[src/rtl/iter_div.sv]
// Iterative radix-2 restoring divider, signed or unsigned, one quotient bit per cycle.
// Optional early termination on dividend leading zeros: define ITER_DIV_EARLY_EN.
module iter_div #(
  parameter int unsigned WIDTH = 32
) (
  input  logic               clk,
  input  logic               rst,
  input  logic               start_i,
  input  logic               annul_i,
  input  logic               signed_div_i,
  input  logic [WIDTH-1:0]   opdata1_i,
  input  logic [WIDTH-1:0]   opdata2_i,
  output logic [2*WIDTH-1:0] result_o,
  output logic               ready_o,
  output logic               busy_o,
  output logic               div0_o
);

  localparam int unsigned    CW   = $clog2(WIDTH + 1);
  localparam logic [CW-1:0]  LAST = CW'(WIDTH);

  typedef enum logic [1:0] {
    FREE    = 2'd0,
    BY_ZERO = 2'd1,
    ON      = 2'd2,
    END     = 2'd3
  } state_e;

  state_e               state_q, state_d;
  logic [2*WIDTH:0]     work_q, work_d;
  logic [WIDTH-1:0]     dvsr_q, dvsr_d;
  logic [CW-1:0]        cnt_q, cnt_d;
  logic                 neg_quot_q, neg_quot_d;
  logic                 neg_rem_q, neg_rem_d;
  logic [2*WIDTH-1:0]   result_q, result_d;
  logic                 ready_q, ready_d;
  logic                 div0_q, div0_d;

  logic                 accept;
  logic                 dividend_neg, divisor_neg;
  logic [WIDTH-1:0]     dividend_mag, divisor_mag;
  logic [2*WIDTH:0]     work_init;
  logic [CW-1:0]        cnt_init;
  logic [2*WIDTH:0]     shifted;
  logic [WIDTH+1:0]     diff;
  logic [WIDTH-1:0]     quot, rem, quot_fix, rem_fix;

`ifdef ITER_DIV_EARLY_EN
  logic [CW-1:0]        lz;

  // Higher set bits overwrite lower ones, so the last hit is the MSB.
  function automatic logic [CW-1:0] lzc(input logic [WIDTH-1:0] v);
    logic [CW-1:0] n;
    n = LAST;
    for (int unsigned i = 0; i < WIDTH; i++) begin
      if (v[i]) n = CW'(WIDTH - 1 - i);
    end
    return n;
  endfunction
`endif

  always_ff @(posedge clk or negedge rst) begin
    if (!rst) begin
      state_q    <= FREE;
      work_q     <= '0;
      dvsr_q     <= '0;
      cnt_q      <= '0;
      neg_quot_q <= 1'b0;
      neg_rem_q  <= 1'b0;
      result_q   <= '0;
      ready_q    <= 1'b0;
      div0_q     <= 1'b0;
    end else begin
      state_q    <= state_d;
      work_q     <= work_d;
      dvsr_q     <= dvsr_d;
      cnt_q      <= cnt_d;
      neg_quot_q <= neg_quot_d;
      neg_rem_q  <= neg_rem_d;
      result_q   <= result_d;
      ready_q    <= ready_d;
      div0_q     <= div0_d;
    end
  end

  always_comb begin
    state_d = state_q;
    case (state_q)
      FREE: begin
        if (accept) state_d = (opdata2_i == '0) ? BY_ZERO : ON;
      end
      BY_ZERO: state_d = END;
      ON: begin
        if (annul_i)            state_d = FREE;
        else if (cnt_q == LAST) state_d = END;
      end
      END: begin
        if (!start_i) state_d = FREE;
      end
      default: state_d = FREE;
    endcase
  end

  always_comb begin
    accept       = start_i && !annul_i;
    dividend_neg = signed_div_i && opdata1_i[WIDTH-1];
    divisor_neg  = signed_div_i && opdata2_i[WIDTH-1];
    dividend_mag = dividend_neg ? -opdata1_i : opdata1_i;
    divisor_mag  = divisor_neg  ? -opdata2_i : opdata2_i;

`ifdef ITER_DIV_EARLY_EN
    // Leading zeros produce zero quotient bits; skip them but always run one step.
    lz        = lzc(dividend_mag);
    work_init = {{(WIDTH+1){1'b0}}, dividend_mag} << lz;
    cnt_init  = (lz == LAST) ? LAST - CW'(1) : lz;
`else
    work_init = {{(WIDTH+1){1'b0}}, dividend_mag};
    cnt_init  = '0;
`endif

    // Partial remainder stays below the divisor, so the top bit never carries data.
    shifted  = work_q << 1;
    diff     = {1'b0, shifted[2*WIDTH:WIDTH]} - {2'b00, dvsr_q};
    quot     = work_q[WIDTH-1:0];
    rem      = work_q[2*WIDTH-1:WIDTH];
    quot_fix = neg_quot_q ? -quot : quot;
    rem_fix  = neg_rem_q  ? -rem  : rem;
  end

  always_comb begin
    work_d     = work_q;
    dvsr_d     = dvsr_q;
    cnt_d      = cnt_q;
    neg_quot_d = neg_quot_q;
    neg_rem_d  = neg_rem_q;
    result_d   = result_q;
    ready_d    = ready_q;
    div0_d     = div0_q;
    case (state_q)
      FREE: begin
        if (accept) begin
          work_d     = work_init;
          dvsr_d     = divisor_mag;
          cnt_d      = cnt_init;
          neg_quot_d = dividend_neg ^ divisor_neg;
          neg_rem_d  = dividend_neg;
        end
      end
      BY_ZERO: begin
        result_d = '0;
        div0_d   = 1'b1;
        ready_d  = 1'b1;
        cnt_d    = '0;
      end
      ON: begin
        if (annul_i) begin
          cnt_d  = '0;
          work_d = '0;
        end else if (cnt_q != LAST) begin
          work_d = diff[WIDTH+1] ? shifted
                                 : {diff[WIDTH:0], shifted[WIDTH-1:1], 1'b1};
          cnt_d  = cnt_q + CW'(1);
        end else begin
          result_d = {rem_fix, quot_fix};
          ready_d  = 1'b1;
          cnt_d    = '0;
        end
      end
      END: begin
        if (!start_i) begin
          result_d = '0;
          ready_d  = 1'b0;
          div0_d   = 1'b0;
        end
      end
      default: ;
    endcase
  end

  always_comb begin
    busy_o   = (state_q == ON) || (state_q == BY_ZERO);
    ready_o  = ready_q;
    div0_o   = div0_q;
    result_o = result_q;
  end

endmodule
[config.mk]
export PLATFORM = sky130hd
export DESIGN_NAME = iter_div
export DESIGN_NICKNAME = d
export VERILOG_FILES = /design/src/rtl/iter_div.sv
export SDC_FILE = /design/constraint.sdc
export NUM_CORES = 1
export LEC_CHECK = 0
export CAP_MARGIN = 10
export CORE_MARGIN = 4
export CORE_UTILIZATION = 60
export CTS_CLUSTER_DIAMETER = 200
export DETAILED_ROUTE_END_ITERATION = 6
export MAX_ROUTING_LAYER = met4
export PLACE_DENSITY = 0.92
export REMOVE_ABC_BUFFERS = 1
export SKIP_LAST_GASP = 1
export SLEW_MARGIN = 15
export SYNTH_ARGS = -nofsm -noshare
export SYNTH_HDL_FRONTEND = slang
export SYNTH_SLANG_ARGS = --single-unit
export TNS_END_PERCENT = 10
[constraint.sdc]
create_clock -name clk -period 8.9 [get_ports clk]
set_input_delay 1.335 -clock clk [delete_from_list [all_inputs] [get_ports clk]]
set_output_delay 1.335 -clock clk [all_outputs]
set_load 0.02 [all_outputs]
## Word level (Yosys, flattened, before mapping)

Cells that the tools add are included.

| word-level totals | value |
|---|---|
| register bits after elaboration | 172 |
| input bits | 69 |
| output and inout bits | 67 |
| logic and storage cells | 72 |

| cells by class | value |
|---|---|
| $add $sub $neg | 6 |
| equality and inequality tests | 11 |
| multiplexer cells | 28 |
| bitwise logic cells | 1 |
| reductions and logical operators | 17 |

Operator list:

| cell | number |
|---|---|
| $mux W64 | 7 |
| $pmux W64 S3 | 1 |
| $mux W32 | 4 |
| $neg A32 Y32 | 4 |
| $pmux W64 S2 | 1 |
| $sub A33 B32 Y34 | 1 |
| $logic_not A32 Y1 | 1 |
| $mux W6 | 3 |
| $pmux W6 S3 | 1 |
| $mux W2 | 5 |
| $ne A2 B2 Y1 const B | 4 |
| $pmux W2 S4 | 1 |
| $add A6 B1 Y6 const B | 1 |
| $eq A6 B6 Y1 const B | 1 |
| $ne A3 B3 Y1 const B | 2 |
| $ne A6 B6 Y1 const B | 1 |
| $reduce_and A2 Y1 | 3 |
| $reduce_and A3 Y1 | 2 |
| $reduce_bool A3 Y1 | 2 |
| $eq A2 B2 Y1 const B | 2 |
| $reduce_and A4 Y1 | 1 |
| $reduce_bool A2 Y1 | 2 |
| $logic_and A1 B1 Y1 | 3 |
| $mux W1 | 3 |
| other kinds (7) | 7 |

## Longest topological paths before layout

Gate-level depths: netlist (run 1).

| depth | value |
|---|---|
| depth after elaboration | 5 |
| depth in mapped cells | 14 |
| mapped depth without buffers | 14 |

## Worst setup path before layout (run 1)

OpenSTA, ideal clock, no wires.

| timing | value |
|---|---|
| path kind | input to register |
| start | input opdata2_i[2] |
| end | register dvsr_q[30] |
| library setup time | 0.135 ns |
| arrival | 3.387 ns |
| path slack | 5.378 ns |
| stages on the path | 9 |
| path buffers | 0 |
| cell sequence | nor4_1 -> and2_1 -> nand2_1 -> nor4_1 -> nand3_1 -> o31ai_1 -> o21ai_0 -> xnor2_1 -> o21ai_0 |

| between the ends | value |
|---|---|
| word-level cells in the longest chain between the ends | 2 |

RTL lines:

| what | RTL line | RTL |
|---|---|---|
| start: declaration | 12 | `input logic [WIDTH-1:0] opdata2_i,` |
| $neg A32 Y32 | 109 | `divisor_mag = divisor_neg ? -opdata2_i : opdata2_i;` |
| $mux W32 | 109 |  |
| end signal: assignment | 76 | `dvsr_q <= dvsr_d;` |
| end: declaration | 31 | `logic [WIDTH-1:0] dvsr_q, dvsr_d;` |

No other way between the ends.
A chain may end at the register's enable or synchronous reset.

## Worst setup path after layout (run 1)

Ends and elaborated chain as after synthesis.

==> impl_metrics.env, run 1 <==
export IMPL_netlist_area_sq_mm=0.01111
export IMPL_cp_cell_sequence="clkdlybuf4s50_1 > nor4_1 > and2_1 > nand2_1 > nor4_1 > nand3_1 > o31ai_1 > o21ai_0 > xnor2_1 > o21ai_0"
export IMPL_cts_buffers=17
export IMPL_cp_start_kind="input pin"
export IMPL_synth_edf_count=0
export IMPL_setup_viol=0
export IMPL_grt_max_degree=97
export IMPL_totalWireLength_um=27860
export IMPL_syn2layout_area_growth_pct=18.45
export IMPL_criticalPathCategory="in -> reg"
export IMPL_chipHeight_um=144.1
export IMPL_overflow=0
export IMPL_ctsHoldBuffers=0
export IMPL_p_leak_nw=5.735
export IMPL_clk_pin_slew_worst_paths_ps=70
export IMPL_ys_warn_count=0
export IMPL_place_congestion=0.9639
export IMPL_rsz0062_at_grt="false"
export IMPL_synth_top_flop_cell="dfrtp_1"
export IMPL_slowest_stage="nor4_1"
export IMPL_drive_gt1_share_pct=3.927
export IMPL_die_area_sq_mm=0.02076
export IMPL_r2r_slack_ps=4900
export IMPL_cts_tree="done"
export IMPL_place_ws_ps=4363
export IMPL_placedInstanceArea_sq_mm=0.01261
export IMPL_tightest_slew_ps=1102
export IMPL_grt_pass1_vias=9472
export IMPL_vias=10013
export IMPL_antenna_left=0
export IMPL_setup_slack_ps=4811
export IMPL_required_ps=9190
export IMPL_cts_max_level=4
export IMPL_synth_area_leaders="dfrtp_1 (39%), o21ai_0 (9.1%), nand2_1 (8.0%)"
export IMPL_instances_no_fill=1656
export IMPL_avgSynthCellArea_sq_um=8.488
export IMPL_status="finished, final reports clean"
export IMPL_wl_per_cell_um=16.83
export IMPL_synth_seq_cells=172
export IMPL_grt_pass1_wl_um=45570
export IMPL_cts_buffer_depth=2
export IMPL_synthCells=1309
export IMPL_synth_common_cells="nand2_1 (237), o21ai_0 (203), dfrtp_1 (172)"
export IMPL_nNetsFinal=1526
export IMPL_io_pins=136
export IMPL_setup_tns_ps=0
export IMPL_synth_top_area_share_pct=38.74
export IMPL_crit_path_max_incr_delay_ps=610
export IMPL_r2r_end="work_q[60]$_DFFE_PN0P_"
export IMPL_antenna_found_initial=0
export IMPL_r2r_cells=11
export IMPL_dp_cells=1623
export IMPL_fill_cells=1368
export IMPL_hpwlAfterDp_um=20390
export IMPL_finalHoldViolations=0
export IMPL_first_pass_iters=5
export IMPL_fin_crit_sh_pct=45.94
export IMPL_max_slew_margin_pct=26.54
export IMPL_synth_cell_types=58
export IMPL_clock_skew_final_ps=7.906
export IMPL_vdd_drop_max_uv=204.1
export IMPL_multi_input_area_sq_mm=0.006366
export IMPL_die_w_um=144.1
export IMPL_cts_root_buf="clkbuf_16"
export IMPL_maxCapViolations=0
export IMPL_synth_top_area_cell="dfrtp_1"
export IMPL_end_kind="flop"
export IMPL_drt_iter0_drc=710
export IMPL_num_rows=49
export IMPL_total_power_mw=4.775
export IMPL_final_util_pct=72.76
export IMPL_cp_arrival_ps=4380
export IMPL_cts_resized_gates=0
export IMPL_seq_area_frac_synth_pct=38.74
export IMPL_worstHoldPathCells=2
export IMPL_finish_instance_area_sq_mm=0.01316
export IMPL_period_needed_ps=4089
export IMPL_via_per_inst=6.046
export IMPL_whs_ps=477.2
export IMPL_start_util_pct=61.43
export IMPL_regArea_sq_mm=0.004304
export IMPL_drc=0
export IMPL_port_buffers=135
export IMPL_path_max_fanout=6
export IMPL_rr_startpoint="work_q[33]$_DFFE_PN0P_"
export IMPL_core_sq_mm=0.01809
export IMPL_hold_end="result_o[9]$_DFFE_PN0P_"
export IMPL_max_freq_mhz=244.6
export IMPL_async_flop_share_pct=100.0
export IMPL_slew_viol_final=0
export IMPL_cts_setup_buffers=0
export IMPL_clk_latency_ps=430
export IMPL_cts_sinks=172
export IMPL_yosysMostFrequentCell="nand2_1"
export IMPL_power_density_mw_per_mm2=362.9
export IMPL_min_delay_path_class="reg -> reg"
export IMPL_grt_usage_pct=27.80
export IMPL_hp_start="result_o[9]$_DFFE_PN0P_"
power by group:
part           total, mW  internal, mW  switching, mW
Sequential          1.33          1.01          0.327
Clock              0.704         0.386          0.318
Combinational       2.74          1.09           1.65
flip-flops by register name, indices dropped and copies added, names as in the netlist:
name        cells
result_o       64
work_q         64
dvsr_q         32
cnt_q           6
state_q         2
div0_o          1
neg_quot_q      1
neg_rem_q       1
ready_o         1
cell usage in the layout (no fill, tap or decap), types with 39 or more instances in the layout:
cell type | Yosys | layout
nand2_1 | 237 | 237
o21ai_0 | 203 | 203
dfrtp_1 | 172 | 172
clkdlybuf4s50_1 | 0 | 134
xor2_1 | 96 | 96
inv_1 | 59 | 59
xnor2_1 | 50 | 50
nor2_1 | 46 | 45
ha_1 | 43 | 43
a21oi_1 | 41 | 41
o31ai_1 | 39 | 39
layout make-up:
cell class | count | share of cell area, %
diodes | 1 | 0.01902
well taps | 229 | 2.177
flip-flops and latches | 172 | 32.71
repair buffers | 145 | 10.85
inverters | 59 | 1.683
clock inverters | 13 | 0.9032
clock buffers | 19 | 3.290
multi-input cells | 1018 | 48.37
per-layer routing:
layer / GRT usage, % / vias to the layer above / part of all wire [%]
li1: - / 4853 / -
met1: 35.03 / 4721 / 43
met2: 46.79 / 392 / 48
met3: 4.034 / 47 / 6.8
met4: 8.226 / 0 / 1.8
met5: - / - / 0
worst max-delay path: cells and delay by family:
| family | cells | cell delay [ps] |
|---|---|---|
| buffers and inverters | 1 | 490 |
| and+or+nand+nor | 5 | 1780 |
| AOI/OAI and AO/OA | 3 | 610 |
| xor gates and xnor gates | 1 | 150 |
how the worst max path moves through the flow:
stage | startpoint | to | cells after the start
after CTS | opdata2_i[2] | dvsr_q[30]$_DFFE_PN0P_ | 10
after detailed placement | opdata2_i[2] | dvsr_q[30]$_DFFE_PN0P_ | 10
final | opdata2_i[2] | dvsr_q[30]$_DFFE_PN0P_ | 10
after global placement | opdata2_i[2] | dvsr_q[30]$_DFFE_PN0P_ | 10
after global routing | opdata2_i[2] | dvsr_q[30]$_DFFE_PN0P_ | 10
after floorplan | state_q[0]$_DFFE_PN0P_ | work_q[10]$_DFFE_PN0P_ | 4
cells by family after synthesis:
| logic type | share of synthesized area, % |
|---|---|
| AOI/OAI and AO/OA | 22.46 |
| and+or+nand+nor | 16.14 |
| DFF | 38.74 |
| xor gates and xnor gates | 11.51 |
| buffers and inverters | 4.155 |
| adders and majority gates | 5.023 |
| muxes | 1.982 |
No activity file was read; power rests on OpenSTA's default activity.
==> inputs of run 2 (changes only) <==
--- a/config.mk
+++ b/config.mk
@@ -7,11 +7,11 @@
 export LEC_CHECK = 0
 export CAP_MARGIN = 10
 export CORE_MARGIN = 4
-export CORE_UTILIZATION = 60
+export CORE_UTILIZATION = 57
 export CTS_CLUSTER_DIAMETER = 200
 export DETAILED_ROUTE_END_ITERATION = 6
 export MAX_ROUTING_LAYER = met4
-export PLACE_DENSITY = 0.92
+export PLACE_DENSITY = 0.88
 export REMOVE_ABC_BUFFERS = 1
 export SKIP_LAST_GASP = 1
 export SLEW_MARGIN = 15
==> constraint.sdc (replaced) <==
create_clock -name clk -period 4.2 [get_ports clk]
set_input_delay 0.63 -clock clk [delete_from_list [all_inputs] [get_ports clk]]
set_output_delay 0.63 -clock clk [all_outputs]
set_load 0.02 [all_outputs]
==> run 2 against run 1 <==
- sequential share of layout area shrank 0.41 points
- hold slack lost 180 ps
- design area grew 1.3%
==> impl_metrics.env, run 2 (synthesis results as in run 1) <==
export IMPL_antenna_left=0
export IMPL_r2r_end="work_q[35]$_DFFE_PN0P_"
export IMPL_p_leak_nw=5.814
export IMPL_max_freq_mhz=259.2
export IMPL_cts_sinks=172
export IMPL_diodes=0
export IMPL_drc=0
export IMPL_setup_viol=0
export IMPL_wl_per_cell_um=16.88
export IMPL_path_max_fanout=24
export IMPL_power_density_mw_per_mm2=779.0
export IMPL_rr_startpoint="work_q[33]$_DFFE_PN0P_"
export IMPL_die_w_um=147.6
export IMPL_cts_resized_gates=0
export IMPL_whs_ps=292.5
export IMPL_first_pass_iters=6
export IMPL_r2r_slack_ps=340
export IMPL_status="finished, final reports clean"
export IMPL_r2r_cells=12
export IMPL_overflow=0
export IMPL_start_util_pct=58.61
export IMPL_startpoint="work_q[33]$_DFFE_PN0P_"
export IMPL_setup_tns_ps=0
export IMPL_final_common_cell="nand2_1"
export IMPL_fin_crit_sh_pct=91.85
export IMPL_hpwlAfterDp_um=20760
export IMPL_max_slew_margin_pct=35.26
export IMPL_drive_gt1_share_pct=4.062
export IMPL_drt_iter0_drc=881
export IMPL_cp_arrival_ps=4150
export IMPL_cp_start_kind="flop"
export IMPL_tightest_slew_ps=971.1
export IMPL_criticalPathCategory="reg -> reg"
export IMPL_total_power_mw=10.38
export IMPL_cts_root_buf="clkbuf_16"
export IMPL_crit_path_end="work_q[35]$_DFFE_PN0P_"
export IMPL_antenna_found_initial=0
export IMPL_period_needed_ps=3858
export IMPL_cts_setup_buffers=0
export IMPL_slew_viol_final=0
export IMPL_clk_latency_ps=430
export IMPL_cts_buffer_depth=2
export IMPL_clk_pin_slew_worst_paths_ps=60
export IMPL_grt_usage_pct=26.93
export IMPL_nNetsFinal=1530
export IMPL_io_pins=136
export IMPL_final_cell_mix="nand2_1 (237), o21ai_0 (203), dfrtp_1 (172), clkdlybuf4s50_1 (134), xor2_1 (96)"
export IMPL_clock_skew_final_ps=6.527
export IMPL_vdd_drop_max_uv=389.3
export IMPL_cts_buffers=17
export IMPL_grt_pass1_vias=9608
export IMPL_die_area_sq_mm=0.02179
export IMPL_grt_max_degree=106
export IMPL_grt_pass1_wl_um=47000
export IMPL_cts_max_level=4
export IMPL_core_sq_mm=0.01896
export IMPL_via_per_inst=5.958
export IMPL_cts_tree="done"
export IMPL_finalHoldViolations=0
export IMPL_required_ps=4490
export IMPL_maxCapViolations=0
export IMPL_syn2layout_area_growth_pct=19.94
export IMPL_place_congestion=0.9058
export IMPL_port_buffers=135
export IMPL_vias=10057
export IMPL_end_kind="flop"
export IMPL_totalWireLength_um=28490
export IMPL_min_delay_path_class="in -> async"
export IMPL_rsz0062_at_grt="false"
export IMPL_chipHeight_um=147.6
export IMPL_ctsHoldBuffers=0
export IMPL_num_rows=50
export IMPL_final_util_pct=70.30
[run 2: final cells by class]
class	count	area, sq um
flip-flops and latches	172	4304
multi-input cells	1018	6366
inverters	59	221.5
fillers	1495	5629
clock buffers	22	474.2
clock inverters	8	140.1
repair buffers	149	1495
well taps	260	325.3
[run 2: power by group]
part	internal (mW)	switching, mW
combinational	2.37	3.54
clock	1.03	0.626
sequential	2.14	0.670
total	5.54	4.84
[run 2: worst min-delay path by stage]
stage,from,to,slack (ps),cells after the start
floorplan,rst,cnt_q[0]$_DFFE_PN0P_,330,0
global placement,result_o[12]$_DFFE_PN0P_,result_o[12]$_DFFE_PN0P_,460,2
detailed placement,result_o[34]$_DFFE_PN0P_,result_o[34]$_DFFE_PN0P_,460,2
CTS,rst,result_o[10]$_DFFE_PN0P_,360,1
global route,rst,result_o[11]$_DFFE_PN0P_,370,1
finish,rst,result_o[9]$_DFFE_PN0P_,290,1
[run 2: routing by layer]
layer,global-route usage (%),wire [um]
met3,4.476,1874
met4,7.223,552
met1,34.36,12150
met2,44.87,13910
met5,-,0
[run 2: worst max-delay path, cell delays in order (launching register included)]
cell and delay (ps):
dfrtp_1 480, ha_1 430, o21a_1 150, o31ai_1 120, a21oi_1 280, a41oi_1 240, a2111oi_0 470, buf_4 190
o2111ai_1 230, a31oi_4 520, buf_12 250, mux2i_1 230, o21ai_0 110
[run 2: stage by stage]
step	std cells	setup WS (ps)	instance area (sq um)
after detailed placement	1658	588.4	12710
final	1688	342.1	13330
after global placement	1658	706.1	12710
after CTS	1688	440.3	13330
after floorplan	1249	-235.5	10870
after global routing	1688	150.4	13330
==> inputs of run 3 (changes only) <==
--- a/config.mk
+++ b/config.mk
@@ -5,7 +5,6 @@
 export SDC_FILE = /design/constraint.sdc
 export NUM_CORES = 1
 export LEC_CHECK = 0
-export CAP_MARGIN = 10
 export CORE_MARGIN = 4
 export CORE_UTILIZATION = 57
 export CTS_CLUSTER_DIAMETER = 200
==> results of run 3 <==
No change in the layout: final DEF, timing and power equal those of run 2.
